$ cat src/rtl/fifo_rd_check.sv
// Read-side controller for the FIFO loopback test. It waits for full, drains the FIFO in one burst
// and checks the returned words against the writer's wrapping incrementing sequence.
module fifo_rd_check #(
    parameter int DATA_W   = 8,
    parameter int WRAP_VAL = 254,
    parameter int RD_LAT   = 1,
    parameter int CNT_W    = 16
) (
    input  logic              rd_clk,
    input  logic              sys_rst_n,
    input  logic              rd_rst_busy,
    input  logic              full,
    input  logic              almost_empty,
    input  logic              empty,
    input  logic [DATA_W-1:0] fifo_rd_data,
    output logic              fifo_rd_en,
    output logic              rd_vld,
    output logic [DATA_W-1:0] rd_data_out,
    output logic              err_flag,
    output logic [CNT_W-1:0]  err_cnt,
    output logic [CNT_W-1:0]  burst_cnt,
    output logic              busy
);

    localparam logic [1:0] ST_IDLE  = 2'd0;
    localparam logic [1:0] ST_READ  = 2'd1;
    localparam logic [1:0] ST_DRAIN = 2'd2;
    localparam logic [DATA_W-1:0] WRAP_W = DATA_W'(WRAP_VAL);

    logic [1:0]        r_state;
    logic              r_full_d0;
    logic              r_full_d1;
    logic              r_rd_en;
    logic [RD_LAT-1:0] r_vld_pipe;
    logic              r_rd_vld;
    logic [DATA_W-1:0] r_rd_data;
    logic              r_seeded;
    logic [DATA_W-1:0] r_exp;
    logic              r_err_flag;
    logic [CNT_W-1:0]  r_err_cnt;
    logic [CNT_W-1:0]  r_burst_cnt;

    logic              w_data_vld;
    logic              w_pipe_empty;
    logic              w_mismatch;
    logic [DATA_W-1:0] w_next_exp;

    // A word still in the pipe when the FIFO enters reset is dropped, never checked.
    assign w_data_vld   = r_vld_pipe[RD_LAT-1] & ~rd_rst_busy;
    assign w_pipe_empty = (r_vld_pipe == '0);
    assign w_next_exp   = (fifo_rd_data == WRAP_W) ? '0 : fifo_rd_data + 1'b1;
    assign w_mismatch   = r_seeded && (fifo_rd_data != r_exp);

    always_ff @(posedge rd_clk or negedge sys_rst_n) begin
        if (!sys_rst_n) begin
            r_full_d0 <= 1'b0;
            r_full_d1 <= 1'b0;
        end else begin
            r_full_d0 <= full & ~rd_rst_busy;
            r_full_d1 <= r_full_d0 & ~rd_rst_busy;
        end
    end

    always_ff @(posedge rd_clk or negedge sys_rst_n) begin
        if (!sys_rst_n) begin
            r_state     <= ST_IDLE;
            r_rd_en     <= 1'b0;
            r_burst_cnt <= '0;
        end else begin
            case (r_state)
                ST_IDLE: begin
                    r_rd_en <= 1'b0;
                    if (r_full_d1 && !rd_rst_busy) begin
                        r_state <= ST_READ;
                        r_rd_en <= ~empty;
                    end
                end
                ST_READ: begin
                    if (rd_rst_busy) begin
                        r_state <= ST_IDLE;
                        r_rd_en <= 1'b0;
                    end else if (almost_empty || empty) begin
                        // The read issued last cycle collects the final word.
                        r_state <= ST_DRAIN;
                        r_rd_en <= 1'b0;
                    end else begin
                        r_rd_en <= 1'b1;
                    end
                end
                ST_DRAIN: begin
                    r_rd_en <= 1'b0;
                    if (rd_rst_busy) begin
                        r_state <= ST_IDLE;
                    end else if (w_pipe_empty) begin
                        r_state     <= ST_IDLE;
                        r_burst_cnt <= r_burst_cnt + 1'b1;
                    end
                end
                default: begin
                    r_state <= ST_IDLE;
                    r_rd_en <= 1'b0;
                end
            endcase
        end
    end

    generate
        for (genvar gi = 0; gi < RD_LAT; gi++) begin : g_vld_pipe
            always_ff @(posedge rd_clk or negedge sys_rst_n) begin
                if (!sys_rst_n) begin
                    r_vld_pipe[gi] <= 1'b0;
                end else if (rd_rst_busy) begin
                    r_vld_pipe[gi] <= 1'b0;
                end else if (gi == 0) begin
                    r_vld_pipe[gi] <= r_rd_en;
                end else begin
                    r_vld_pipe[gi] <= r_vld_pipe[(gi == 0) ? 0 : gi - 1];
                end
            end
        end
    endgenerate

    // Checker state survives across bursts; only reset re-seeds it.
    always_ff @(posedge rd_clk or negedge sys_rst_n) begin
        if (!sys_rst_n) begin
            r_rd_vld   <= 1'b0;
            r_rd_data  <= '0;
            r_seeded   <= 1'b0;
            r_exp      <= '0;
            r_err_flag <= 1'b0;
            r_err_cnt  <= '0;
        end else begin
            r_rd_vld <= w_data_vld;
            if (w_data_vld) begin
                r_rd_data <= fifo_rd_data;
                r_seeded  <= 1'b1;
                r_exp     <= w_next_exp;
                if (w_mismatch) begin
                    r_err_flag <= 1'b1;
                    if (r_err_cnt != '1) begin
                        r_err_cnt <= r_err_cnt + 1'b1;
                    end
                end
            end
        end
    end

    assign fifo_rd_en  = r_rd_en;
    assign rd_vld      = r_rd_vld;
    assign rd_data_out = r_rd_data;
    assign err_flag    = r_err_flag;
    assign err_cnt     = r_err_cnt;
    assign burst_cnt   = r_burst_cnt;
    assign busy        = (r_state != ST_IDLE);

endmodule
$ cat config.mk
export PLATFORM = sky130hd
export DESIGN_NAME = fifo_rd_check
export DESIGN_NICKNAME = d
export VERILOG_FILES = /design/src/rtl/fifo_rd_check.sv
export SDC_FILE = /design/constraint.sdc
export NUM_CORES = 1
export LEC_CHECK = 0
export BUFFER_PORTS_ARGS = -buffer_cell sky130_fd_sc_hd__buf_4
export CORE_MARGIN = 2
export CORE_UTILIZATION = 46
export DETAILED_ROUTE_END_ITERATION = 6
export GPL_ROUTABILITY_DRIVEN = 0
export HOLD_SLACK_MARGIN = 0.08
export PLACE_DENSITY_LB_ADDON = 0.08
export SYNTH_ARGS = -nofsm -noshare
export SYNTH_HDL_FRONTEND = slang
export SYNTH_SLANG_ARGS = --single-unit
$ cat constraint.sdc
create_clock -name rd_clk -period 2.5 [get_ports rd_clk]
set_clock_uncertainty 0.2 [all_clocks]
set_input_delay 0.125 -clock rd_clk [delete_from_list [all_inputs] [get_ports rd_clk]]
set_output_delay 0.125 -clock rd_clk [all_outputs]
set_load 0.01 [all_outputs]
==> impl_metrics.toml, run 1 <==
[detailed_routing]
drt_wl_total_mm = 5.35
antenna_left = 0
avgRoutedWirePerCell_um = 13.6
first_iter_violations = 58
vias = 1955
dr.pass1.iters = 4
detail_route.vias_per_cell = 4.97
drc = 0

[cells_and_area]
area_delta_synth_final_pct = 31.8
fin_nets = 335
multiInputGateArea_mm2 = 0.00118
nFillCells = 454
regArea_mm2 = 0.00143
layout_common_cells = "buf_4 (60), dfrtp_1 (57), nand2_1 (42)"
drive_gt1_share_pct = 28.3
n_antenna_cell = 0
final_common_cell = "buf_4"

[job]
maxCapViolCount = 0

[synthesis]
synth_area_leaders = "dfrtp_1 (53%), xnor2_1 (9.9%), nand2_1 (5.9%)"
synth_top_family_by_area = "simple AND/OR/NAND/NOR gates"
yosys.area_share.adder_pct = 1.88
synth_nets = 255
async_flop_share_pct = 100
syn_inst = 237
synthFlopType = "dfrtp_1"
synth-simple-area-share_pct = 22.4
syn_area_mm2 = 0.00267
yosysSeqAreaShare_pct = 53.5
ys_ff_latch = 57
netlist.area_leader.share_pct = 53.5
synth.distinct_cells = 38
synth_top_cell_by_area = "dfrtp_1"
synth-compound-area-share_pct = 4.60
ys_warn_count = 0
synth-edff-count = 0
avgSynthCellArea_um2 = 11.3
synth.area.mux_share_pct = 0.985
synthXorXnorAreaFrac_pct = 14.5

[power]
power_leakage_uw = 0.00171
peakVddDrop_v = 0.000380
power_density_mw_per_mm2 = 638

[global_route]
grt_start_max_net_pins = 58
grt-ovfl-total = 0
grt_pass1_vias = 1945
antenna_found_initial = 0
grt_pass1_wl_mm = 8.85
grt_util_all_layers_pct = 18.1

[timing]
fmax_ghz = 0.482
hold_viol = 0
setup_viol = 0
setup_slack_ps = 424
period_share_pct = 83.0
fin_setup_tns_ps = 0
fin_crit_ps = 2080
slew_headroom_pct = 51.4
max_slew.worst_pin.slew_ps = 728
slew_viol_final = 0
rsz0062_at_grt = "false"

[cts]
clock-root-buffer = "clkbuf_8"
cts_tree = "yes"
clock_latency_ps = 320
holdBufCountCts = 14
cts.repair.resized = 0
clk_pin_slew_worst_paths_ps = 60
clkSinkCount = 57
htree_levels = 3
cts_made_buffers = 9
ctsLongestPathBuffers = 2
post-cts-setup-buffer-count = 0

[critical_path]
critPathRequiredTime_ps = 2510
critPathLaunchType = "register"
critical_path.max_fanout = 13
path_class = "register to register"
crit_arrival_ps = 2080
endpoint_kind = "register"

[place]
dp_slack_ps = 438
dpl.hpwl_mm = 3.49
port_buffers = 57

[min_path]
hp-class = "primary input to asynchronous set/reset pin"

[outcome]
outcome = "complete, no violations"

[die]
start_util_pct = 48.1
die_w_um = 80.1
die_h_um = 80.1
core_area_mm2 = 0.00554
row_count = 27
die_area_mm2 = 0.00642
io_pins = 58
[through the flow]
step | hold WS (ps) | util [%] | area (µm²) | instances | power, µW
after floorplan | -371 | - | 2670 | 237 | 1180
after global placement | 30.0 | 57.1 | 3160 | 364 | 1300
after detailed placement | 33.5 | 57.1 | 3160 | 364 | 1310
after CTS | 224 | 63.4 | 3510 | 393 | 2260
after global routing | 261 | 63.4 | 3510 | 393 | 2330
final | 177 | 63.4 | 3510 | 393 | 2240
[critical path: stages, from the launching register on]
cell     delay, ps
dfrtp_1        400
ha_1           180
and3_1         170
or4b_4         570
nand2_2        140
mux2_4         300
[power breakdown]
group | switching [µW] | total [µW] | internal [µW] | leakage [µW]
logic | 134 | 266 | 132 | 0.000823
clock network | 353 | 935 | 582 | 0.000106
registers | 51.7 | 1040 | 989 | 0.000778
[flip-flops by register name, summed over array words and instances, names as in the netlist, 2 cells and up]
signal / count
r_exp: 8
rd_data_out: 8
r_state: 2
err_cnt: 16
burst_cnt: 16
[final cells by class]
class | count | share of cell area, %
multi-input combinational | 172 | 33.6
tap | 72 | 2.56
inverter | 3 | 0.463
sequential | 57 | 40.6
timing repair buffer | 74 | 16.8
clock buffer | 12 | 4.13
clock inverter | 3 | 1.85
[Yosys cell counts, drive strengths merged, types with 3 or more instances]
library cell and n:
nand2b 3, buf 4, nand3 15, inv 3, ha 4, and3 11, nor2 8, nand2 44
nand4 13, xnor2 30, nor2b 3, xor2 14, dfrtp 57, o21ai 11
[cells by family after synthesis]
group                    Yosys count
flip-flops                        57
AO/OA/AOI/OAI                     17
AND/OR/NAND/NOR                  105
adder cells (fa/ha/maj)            4
XOR/XNOR                          44
multiplexers                       2
buffers and inverters              8
[routing by layer]
metal	track usage [%]	part of all wire [%]
met5	0	0
met1	21.7	45
met2	30.2	49
met4	6.27	0.45
met3	6.18	4.8
[worst paths after layout]
path | from | endpoint | slack (ps) | cells past startpoint
min in group rd_clk | err_flag | err_flag | 270 | 1
max in group asynchronous | sys_rst_n | err_cnt[14] | 1410 | 2
setup / recovery | err_cnt[0] | err_cnt[1] | 420 | 5
hold / removal | sys_rst_n | err_cnt[7] | 180 | 2
setup reg to reg | err_cnt[0] | err_cnt[1] | 420 | 5
hold reg to reg | err_flag | err_flag | 270 | 1
Power figures use the tool's default switching activity.
==> run 2: changes to the inputs <==
==> constraint.sdc (replaced) <==
create_clock -name rd_clk -period 2.05 [get_ports rd_clk]
set_clock_uncertainty 0.2 [all_clocks]
set_input_delay 0.1025 -clock rd_clk [delete_from_list [all_inputs] [get_ports rd_clk]]
set_output_delay 0.1025 -clock rd_clk [all_outputs]
set_load 0.01 [all_outputs]
==> impl_metrics.toml, run 2 (same netlist as run 1, synthesis figures left out) <==
[outcome]
outcome = "complete, no violations"

[cts]
htree_levels = 3
clock-root-buffer = "clkbuf_8"
cts.repair.resized = 0
cts_made_buffers = 9
cts_tree = "yes"
clk_pin_slew_worst_paths_ps = 60
ctsLongestPathBuffers = 2
clock_latency_ps = 320
clkSinkCount = 57

[cells_and_area]
nFillCells = 481
final_core_util_pct = 64.1
layout_common_cells = "buf_4 (66), dfrtp_1 (57), nand2_1 (42)"
area_delta_synth_final_pct = 33.2
fin_nets = 342
drive_gt1_share_pct = 30.1
final_cell_area_mm2 = 0.00355
final_common_cell = "buf_4"
n_antenna_cell = 0

[timing]
fin_crit_ps = 1950
slew_viol_final = 0
period_share_pct = 95.0
setup_viol = 0
slew_headroom_pct = 52.7
rsz0062_at_grt = "false"
fmax_ghz = 0.513
max_slew.worst_pin.slew_ps = 710
hold_viol = 0

[place]
port_buffers = 57
placed_area_mm2 = 0.00321
dpl.hpwl_mm = 3.60

[critical_path]
crit_arrival_ps = 1960
path_class = "primary input to register"
r2r_cells = 6
critical_path.max_fanout = 9
startpoint = "fifo_rd_data[3]"
critPathRequiredTime_ps = 2060
critPathLaunchType = "primary input"
timing.rr.start = "err_cnt[0]"
endpoint_kind = "register"

[detailed_routing]
antenna_left = 0
vias = 1980
dr.pass1.iters = 4
drc = 0
drt_wl_total_mm = 5.28
avgRoutedWirePerCell_um = 13.2
detail_route.vias_per_cell = 4.94
first_iter_violations = 52

[die]
start_util_pct = 48.1
die_area_mm2 = 0.00642
die_h_um = 80.1
die_w_um = 80.1
core_area_mm2 = 0.00554
io_pins = 58
row_count = 27

[min_path]
hp-class = "primary input to asynchronous set/reset pin"

[job]
maxCapViolCount = 0

[power]
swShare_pct = 24.9
peakVddDrop_v = 0.000465
power_uw = 2580
p_seq_share_pct = 49.1
power_density_mw_per_mm2 = 727
clock_power_share_pct = 38.0
power_frac_comb_pct = 12.9
power_leakage_uw = 0.00174
internal-power_uw = 1940
switching_power_uw = 643

[global_route]
grt_start_max_net_pins = 58
grt_pass1_wl_mm = 9.18
grt-ovfl-total = 0
grt_pass1_vias = 1997
grt_util_all_layers_pct = 18.6
antenna_found_initial = 0
==> run 2: cell count changes in the layout (fill, tap and decap cells not counted), sizes merged <==
cell and change:
buf +6, bufinv -2, clkbuf +2, clkinv +1, dlygate4sd3 +1
==> run 2: cell type report <==
| cell class | count | area [µm²] | area share, % |
|---|---|---|---|
| Timing Repair Buffer | 81 | 646 | 18.2 |
| Inverter | 3 | 16.3 | 0.458 |
| Tap cell | 72 | 90.1 | 2.54 |
| Clock inverter | 2 | 10.0 | 0.282 |
| Multi-Input combinational cell | 172 | 1180 | 33.3 |
| Sequential cell | 57 | 1430 | 40.2 |
| Clock buffer | 14 | 183 | 5.14 |
==> run 2: worst max-delay path, stage by stage <==
cell and delay, ps:
dlygate4sd3_1 550, buf_4 160, xor2_1 180, nor4_4 450, a21oi_4 110, buf_4 190
or2_1 210
==> run 2: what timing repair did <==
item / 4_1_cts / 5_1_grt
setup buffers: 0 / 0
hold buffers: 15 / 0
hold endpoints to repair: 82 / 0
==> run 2: metal layers <==
| layer | part of all wire [%] | global-route usage [%] |
|---|---|---|
| met1 | 46 | 23.6 |
| met2 | 49 | 30.5 |
| met3 | 4.3 | 3.37 |
| met4 | 1.2 | 9.15 |
| met5 | 0 | 0 |
==> run 2: power by group through the flow <==
stage | registers, µW | clock network, µW | logic [µW]
after CTS | 1270 | 1010 | 340
after floorplan | 1300 | 0 | 138
after detailed placement | 1290 | 0 | 319
final | 1270 | 981 | 333
after global routing | 1280 | 1070 | 375
after global placement | 1280 | 0 | 312
==> run 2: through the flow <==
| stage | hold WS [ps] | setup slack, ps | cells | setup TNS, ps |
|---|---|---|---|---|
| floorplan | -393 | -21.8 | 237 | -21.8 |
| global placement | 8.49 | 207 | 370 | 0 |
| detailed placement | 11.0 | 143 | 370 | 0 |
| CTS | 204 | 112 | 401 | 0 |
| global route | 249 | 2.26 | 401 | 0 |
| finish | 183 | 102 | 401 | 0 |
==> run 2: worst paths after layout <==
check | endpoint | slack [ps]
hold reg to reg | err_flag | 260
min in group rd_clk | err_flag | 260
setup reg to reg | err_cnt[5] | 130
hold / removal | err_cnt[7] | 180
max in group asynchronous | rd_data_out[6] | 1000
setup / recovery | err_flag | 100
